File: src/rtl/sdram_read_sequencer.sv
// Host-side read front end for the SDRAM reader: splits a linear word address,
// runs one reader transaction, and returns the word (or a timeout error) on a valid/ready channel.
module sdram_read_sequencer #(
    parameter int TIMEOUT = 32
) (
    input  logic        iclk,
    input  logic        ireset,
    input  logic        iinit_done,
    input  logic        ireq_valid,
    input  logic [24:0] ireq_addr,
    output logic        oreq_ready,
    output logic        orsp_valid,
    output logic [15:0] orsp_data,
    output logic        orsp_err,
    input  logic        irsp_ready,
    output logic        ord_req,
    output logic        ord_enb,
    output logic [12:0] ord_row,
    output logic [9:0]  ord_column,
    output logic [1:0]  ord_bank,
    input  logic        ird_fin,
    input  logic [15:0] ird_data,
    output logic        obusy,
    output logic [15:0] ord_count
);

    localparam int WDW = $clog2(TIMEOUT);

    typedef enum logic [1:0] {
        IDLE,
        ISSUE,
        WAIT,
        RESP
    } state_t;

    state_t         state;
    state_t         state_nxt;
    logic [WDW-1:0] wdog;
    logic           accept;
    logic           fin_hit;
    logic           timeout_hit;

    assign oreq_ready  = (state == IDLE) && iinit_done;
    assign accept      = ireq_valid && oreq_ready;
    assign fin_hit     = (state == WAIT) && ird_fin;
    // Completion on the last watchdog cycle still counts as a success.
    assign timeout_hit = (state == WAIT) && !ird_fin && (wdog == WDW'(TIMEOUT - 1));

    // Reader strobes decode straight from the state register, so an async
    // reset drops the enable in the same instant.
    assign ord_req = (state == ISSUE);
    assign ord_enb = (state == ISSUE) || (state == WAIT);
    assign obusy   = (state != IDLE);

    always_ff @(posedge iclk or posedge ireset) begin
        if (ireset) begin
            state <= IDLE;
        end else begin
            // NOTE: all clocked state uses non-blocking assignment so every register samples pre-edge values.
            state <= state_nxt;
        end
    end

    always_comb begin
        // NOTE: the default assignment first keeps this block from inferring a latch on unlisted paths.
        state_nxt = state;
        case (state)
            IDLE:  if (accept) state_nxt = ISSUE;
            ISSUE: state_nxt = WAIT;
            WAIT:  if (fin_hit || timeout_hit) state_nxt = RESP;
            RESP:  if (irsp_ready) state_nxt = IDLE;
            default: state_nxt = IDLE;
        endcase
    end

    always_ff @(posedge iclk or posedge ireset) begin
        if (ireset) begin
            ord_bank   <= '0;
            ord_row    <= '0;
            ord_column <= '0;
            wdog       <= '0;
            orsp_valid <= 1'b0;
            orsp_data  <= '0;
            orsp_err   <= 1'b0;
            ord_count  <= '0;
        end else begin
            if (accept) begin
                ord_bank   <= ireq_addr[24:23];
                ord_row    <= ireq_addr[22:10];
                ord_column <= ireq_addr[9:0];
            end

            case (state)
                ISSUE: wdog <= '0;
                WAIT: begin
                    wdog <= wdog + 1'b1;
                    if (fin_hit) begin
                        orsp_data  <= ird_data;
                        orsp_err   <= 1'b0;
                        orsp_valid <= 1'b1;
                        ord_count  <= ord_count + 16'd1;
                    end else if (timeout_hit) begin
                        orsp_data  <= '0;
                        orsp_err   <= 1'b1;
                        orsp_valid <= 1'b1;
                    end
                end
                RESP: if (irsp_ready) orsp_valid <= 1'b0;
                default: ;
            endcase
        end
    end

endmodule

File: config.mk
export PLATFORM = sky130hd
export DESIGN_NAME = sdram_read_sequencer
export DESIGN_NICKNAME = d
export VERILOG_FILES = /design/src/rtl/sdram_read_sequencer.sv
export SDC_FILE = /design/constraint.sdc
export NUM_CORES = 1
export LEC_CHECK = 0
export BUFFER_PORTS_ARGS = -buffer_cell sky130_fd_sc_hd__buf_2
export CAP_MARGIN = 15
export CORE_UTILIZATION = 25
export DETAILED_ROUTE_END_ITERATION = 6
export PLACE_DENSITY = 0.54
export SYNTH_ARGS = -nofsm -noshare
export SYNTH_HDL_FRONTEND = slang
export SYNTH_SLANG_ARGS = --single-unit
File: constraint.sdc
create_clock -name iclk -period 3 [get_ports iclk]
set_input_delay 0.3 -clock iclk [delete_from_list [all_inputs] [get_ports iclk]]
set_output_delay 0.3 -clock iclk [all_outputs]
set_load 0.01 [all_outputs]
* Word-level counts from Yosys, hierarchy flattened
Cells that the tools add are included.
** Word-level totals
- Bits in registers :: 66
- Input bits :: 47
- Output and inout port bits :: 63
- Logic and storage cells :: 48
** Operators by class
- $add $sub $neg :: 2
- Equality and inequality tests :: 8
- Mux-type cells :: 12
- Reductions and logical operators :: 17
** Operator list (number)
- $mux W16 :: 2
- $add A16 B1 Y16 const B :: 1
- $pmux W5 S2 :: 1
- $pmux W2 S4 :: 1
- $reduce_bool A2 Y1 :: 4
- $mux W2 :: 3
- $reduce_and A3 Y1 :: 2
- $add A5 B1 Y5 const B :: 1
- $eq A5 B5 Y1 const B :: 1
- $logic_and A1 B1 Y1 :: 5
- $eq A2 B2 Y1 const B :: 2
- $mux W1 :: 4
- $ne A2 B2 Y1 const B :: 2
- $reduce_and A2 Y1 :: 2
- $ne A3 B3 Y1 const B :: 1
- $eq A2 B1 Y1 const B :: 1
- $logic_not A2 Y1 :: 1
- $logic_or A1 B1 Y1 :: 2
- $ne A2 B1 Y1 const B :: 1
- $pmux W1 S2 :: 1
- $logic_not A1 Y1 :: 1

* Logic depth before layout (Yosys ltp)
- Depth in word-level cells :: 6
- Gate-level depth with buffers :: 7
- Mapped depth without buffers :: 7

* Worst setup path after synthesis
Ideal clock, no wire load.
- Path type :: register to register
- From :: reg wdog[0]
- To :: reg orsp_data[0]
- Library setup time :: 0.065 ns
- Arrival time :: 1.662 ns
- Data required time :: 2.935 ns
- Slack :: 1.272 ns
- Stages on the path, launching flop included :: 7
- Path buffers :: 1
- Clock period less this slack :: 1.728 ns
- Path through :: dfrtp_1 ha_1 and3_1 ha_1 o21ai_1 buf_2 a22o_1
** Between the ends
- Word-level cells in the longest chain between the ends :: 4
** RTL lines
- start: declaration :: line 38 : logic [WDW-1:0] wdog;
- start signal: assignment :: line 96 : wdog <= wdog + 1'b1;
- $eq A5 B5 Y1 :: line 47 : assign timeout_hit = (state == WAIT) && !ird_fin && (wdog == WDW'(TIMEOUT - 1));
- $logic_and A1 B1 Y1 :: line 47
- $reduce_bool A2 Y1 (no line)
- $reduce_and A2 Y1 (no line)
- end signal: assignment :: line 98 : orsp_data <= ird_data;
- end: declaration :: line 13 : output logic [15:0] orsp_data,
No other way between the ends.
A chain may end at the register's enable or synchronous reset.

* Worst setup path after layout
- From :: reg wdog[0]
- To :: reg orsp_data[9]
Same word-level chain as after synthesis.

==> results_dict.tcl <==
set metrics [dict create \
    status "finished clean" \
    postSynthCellCount 202 \
    cts_resized 0 \
    rsz0062_at_grt "false" \
    path_buf_inv 1 \
    grt_max_degree 34 \
    cts_sinks 66 \
    synth.area.top_cells "dfrtp_1, mux2_2, a22o_1, xnor2_1, ha_1" \
    crit_fanout 10 \
    first_pass_iters 4 \
    dp_hpwl_um 4652 \
    root_buffer "clkbuf_8" \
    synth_ff_type "dfrtp_1" \
    post-cts-setup-buffers 0 \
    avgSynthCellArea_um2 13.34 \
    worst_pin_slew_ps 733.4 \
    synth_top_area_cell "dfrtp_1" \
    area_growth_pct 33.57 \
    end_kind "register" \
    via_per_inst 4.336 \
    n_fill_cell 1074 \
    cts_buffers 9 \
    cts_tree "yes" \
    clkLatencyLatePin_ps 330 \
    yosysUniqueCellTypes 30 \
    synthesis.nets 256 \
    ir_drop_uv 373.4 \
    cellLeakagePower_nw 1.838 \
    die_w_um 105.8 \
    drc 0 \
    critPathMaxStageDelay_ps 600 \
    dp_slack_ps 925.3 \
    hold_buffers 0 \
    power_density_nw_per_um2 945.0 \
    syn_area_um2 2695 \
    period_share_pct 69.35 \
    cp.required_ps 3270 \
    ys_seq_elements 66 \
    grt_pass1_wl_um 10250 \
    wl_met3_um 501 \
    clockBufferDepth 2 \
    start_kind "register" \
    drv_cap 0 \
    ant_nets 0 \
    fin_worst_skew_ps 5.225 \
    path_cells "ha_1, and3_1, ha_1, o21ai_1, buf_4, a22o_1" \
    setup_viol 0 \
    critPathTopFamily "compound AO/OA/AOI/OAI gates" \
    wl_met2_um 2889 \
    grt_usage_pct 11.88 \
    crit_top_cell "ha_1" \
    maxSlewViolCount 0 \
    ios 110 \
    r2r_setup_slack_ps 920 \
    start_util_pct 25.99 \
    wirelength_um 6265 \
    gp_congestion 0.6975 \
    slew_headroom_pct 50.78 \
    die_h_um 105.8 \
    via_count 1990 \
    layout-drive-gt1-share_pct 49.54 \
    hp-class "in -> async" \
    cp_slowest_cell "o21ai_1" \
    die-area_um2 11200 \
    ys_seq_area_share_pct 61.28 \
    fin_nets 373 \
    core_area_um2 10370 \
    setup_tns_ps 0 \
    min_period_ps 2080 \
    rows 37 \
    crit_arrival_ps 2350 \
    synth_edf_count 0 \
    yosys_warnings 0 \
    synthTopCellsByCount "dfrtp_1, mux2_2, a22o_1" \
    yosysMostFrequentCell "dfrtp_1" \
    drtIter0Drc 55 \
    fmax_mhz 480.7 \
    cts.clk_slew.worst_paths_ps 70 \
    htreeDepth 3 \
    final_util_pct 34.71 \
    synthArstFlopShare_pct 100.0 \
    wl_met1_um 2752 \
    fin_ws_ps 919.5 \
    top_layer "met4" \
    n_antenna_cell 0 \
    post_drt_wl_per_cell_um 13.65 \
    hold_violations 0 \
    antenna_found_initial 0 \
    io_buffers 109 \
    critPathKind "reg -> reg" \
    synth_top_area_share_pct 61.28 \
    overflow 0 \
    grt_pass1_vias 2040 \
]
[layout make-up]
cell class	count	area (um2)	area share [%]
Clock buffer	14	182.7	5.075
Multi-Input combinational cell	120	978.4	27.18
Sequential cell	66	1652	45.88
Tap cell	136	170.2	4.727
Inverter	9	33.78	0.9385
Clock inverter	1	7.507	0.2086
Timing Repair Buffer	113	575.6	15.99
[final timing paths]
kind | cells past startpoint | startpoint | to
max | 6 | wdog[0] | orsp_data[9]
min | 2 | ireset | ord_row[6]
max reg2reg | 6 | wdog[0] | orsp_data[9]
min reg2reg | 1 | ord_count[15] | ord_count[15]
max in group asynchronous | 3 | ireset | ord_row[1]
min in group iclk | 2 | ird_data[15] | orsp_data[15]
[flip-flops by register name, indices dropped and copies added, names as in the netlist]
signal      flops
state           2
ord_bank        2
ord_column     10
ord_row        13
wdog            5
orsp_data      16
orsp_valid      1
ord_count      16
orsp_err        1
[cells in the final DEF (no fill, tap or decap), types with 2 or more instances in the layout]
master,Yosys,routed
inv_1,9,8
ha_1,7,7
nor2_1,4,4
clkbuf_8,0,13
nor3_1,2,2
nor2b_1,2,2
xnor2_1,12,12
o21ai_0,5,5
a22o_1,16,16
buf_2,4,109
nand4_1,4,4
nand2_1,13,13
buf_4,0,4
mux2_2,26,26
dfrtp_1,66,66
and3_1,2,2
xor2_1,3,3
nand3_1,11,11
[report_power, final]
| part | switching (W) | leakage (nW) | internal [W] |
|---|---|---|---|
| sequential | 0.000212 | 0.826 | 0.00123 |
| clock | 0.000326 | 0.0948 | 0.000387 |
| combinational | 0.000635 | 0.918 | 0.000615 |
| total | 0.00117 | 1.84 | 0.00223 |
[routing by layer]
layer,global-route usage [%],vias to the layer above
met2,18.21,68
met1,14.55,967
li1,-,943
met4,4.762,0
met5,0,-
met3,5.257,12
[kinds of logic (layout without fill, tap and decap cells)]
family | after synthesis | after routing | share of synthesized area, %
AOI/OAI and AO/OA | 27 | 27 | 8.031
adders and majority gates | 7 | 7 | 3.250
DFF | 66 | 66 | 61.28
and+or+nand+nor | 45 | 45 | 9.285
xor gates and xnor gates | 15 | 15 | 4.875
muxes | 26 | 26 | 10.86
buffers and inverters | 16 | 137 | 2.414
[per-stage QoR]
step           instances  total power [W]  hold WS (ps)  instance area (um2)
6_report             459         0.003402         71.68                 3600
5_1_grt              459         0.003659         110.4                 3600
4_1_cts              459         0.003475         79.58                 3600
3_5_place_dp         444         0.002730         460.4                 3410
3_3_place_gp         444         0.002704         457.8                 3410
2_1_floorplan        202         0.002199         439.7                 2695
Note: power is estimated with default switching activity, not from simulation.
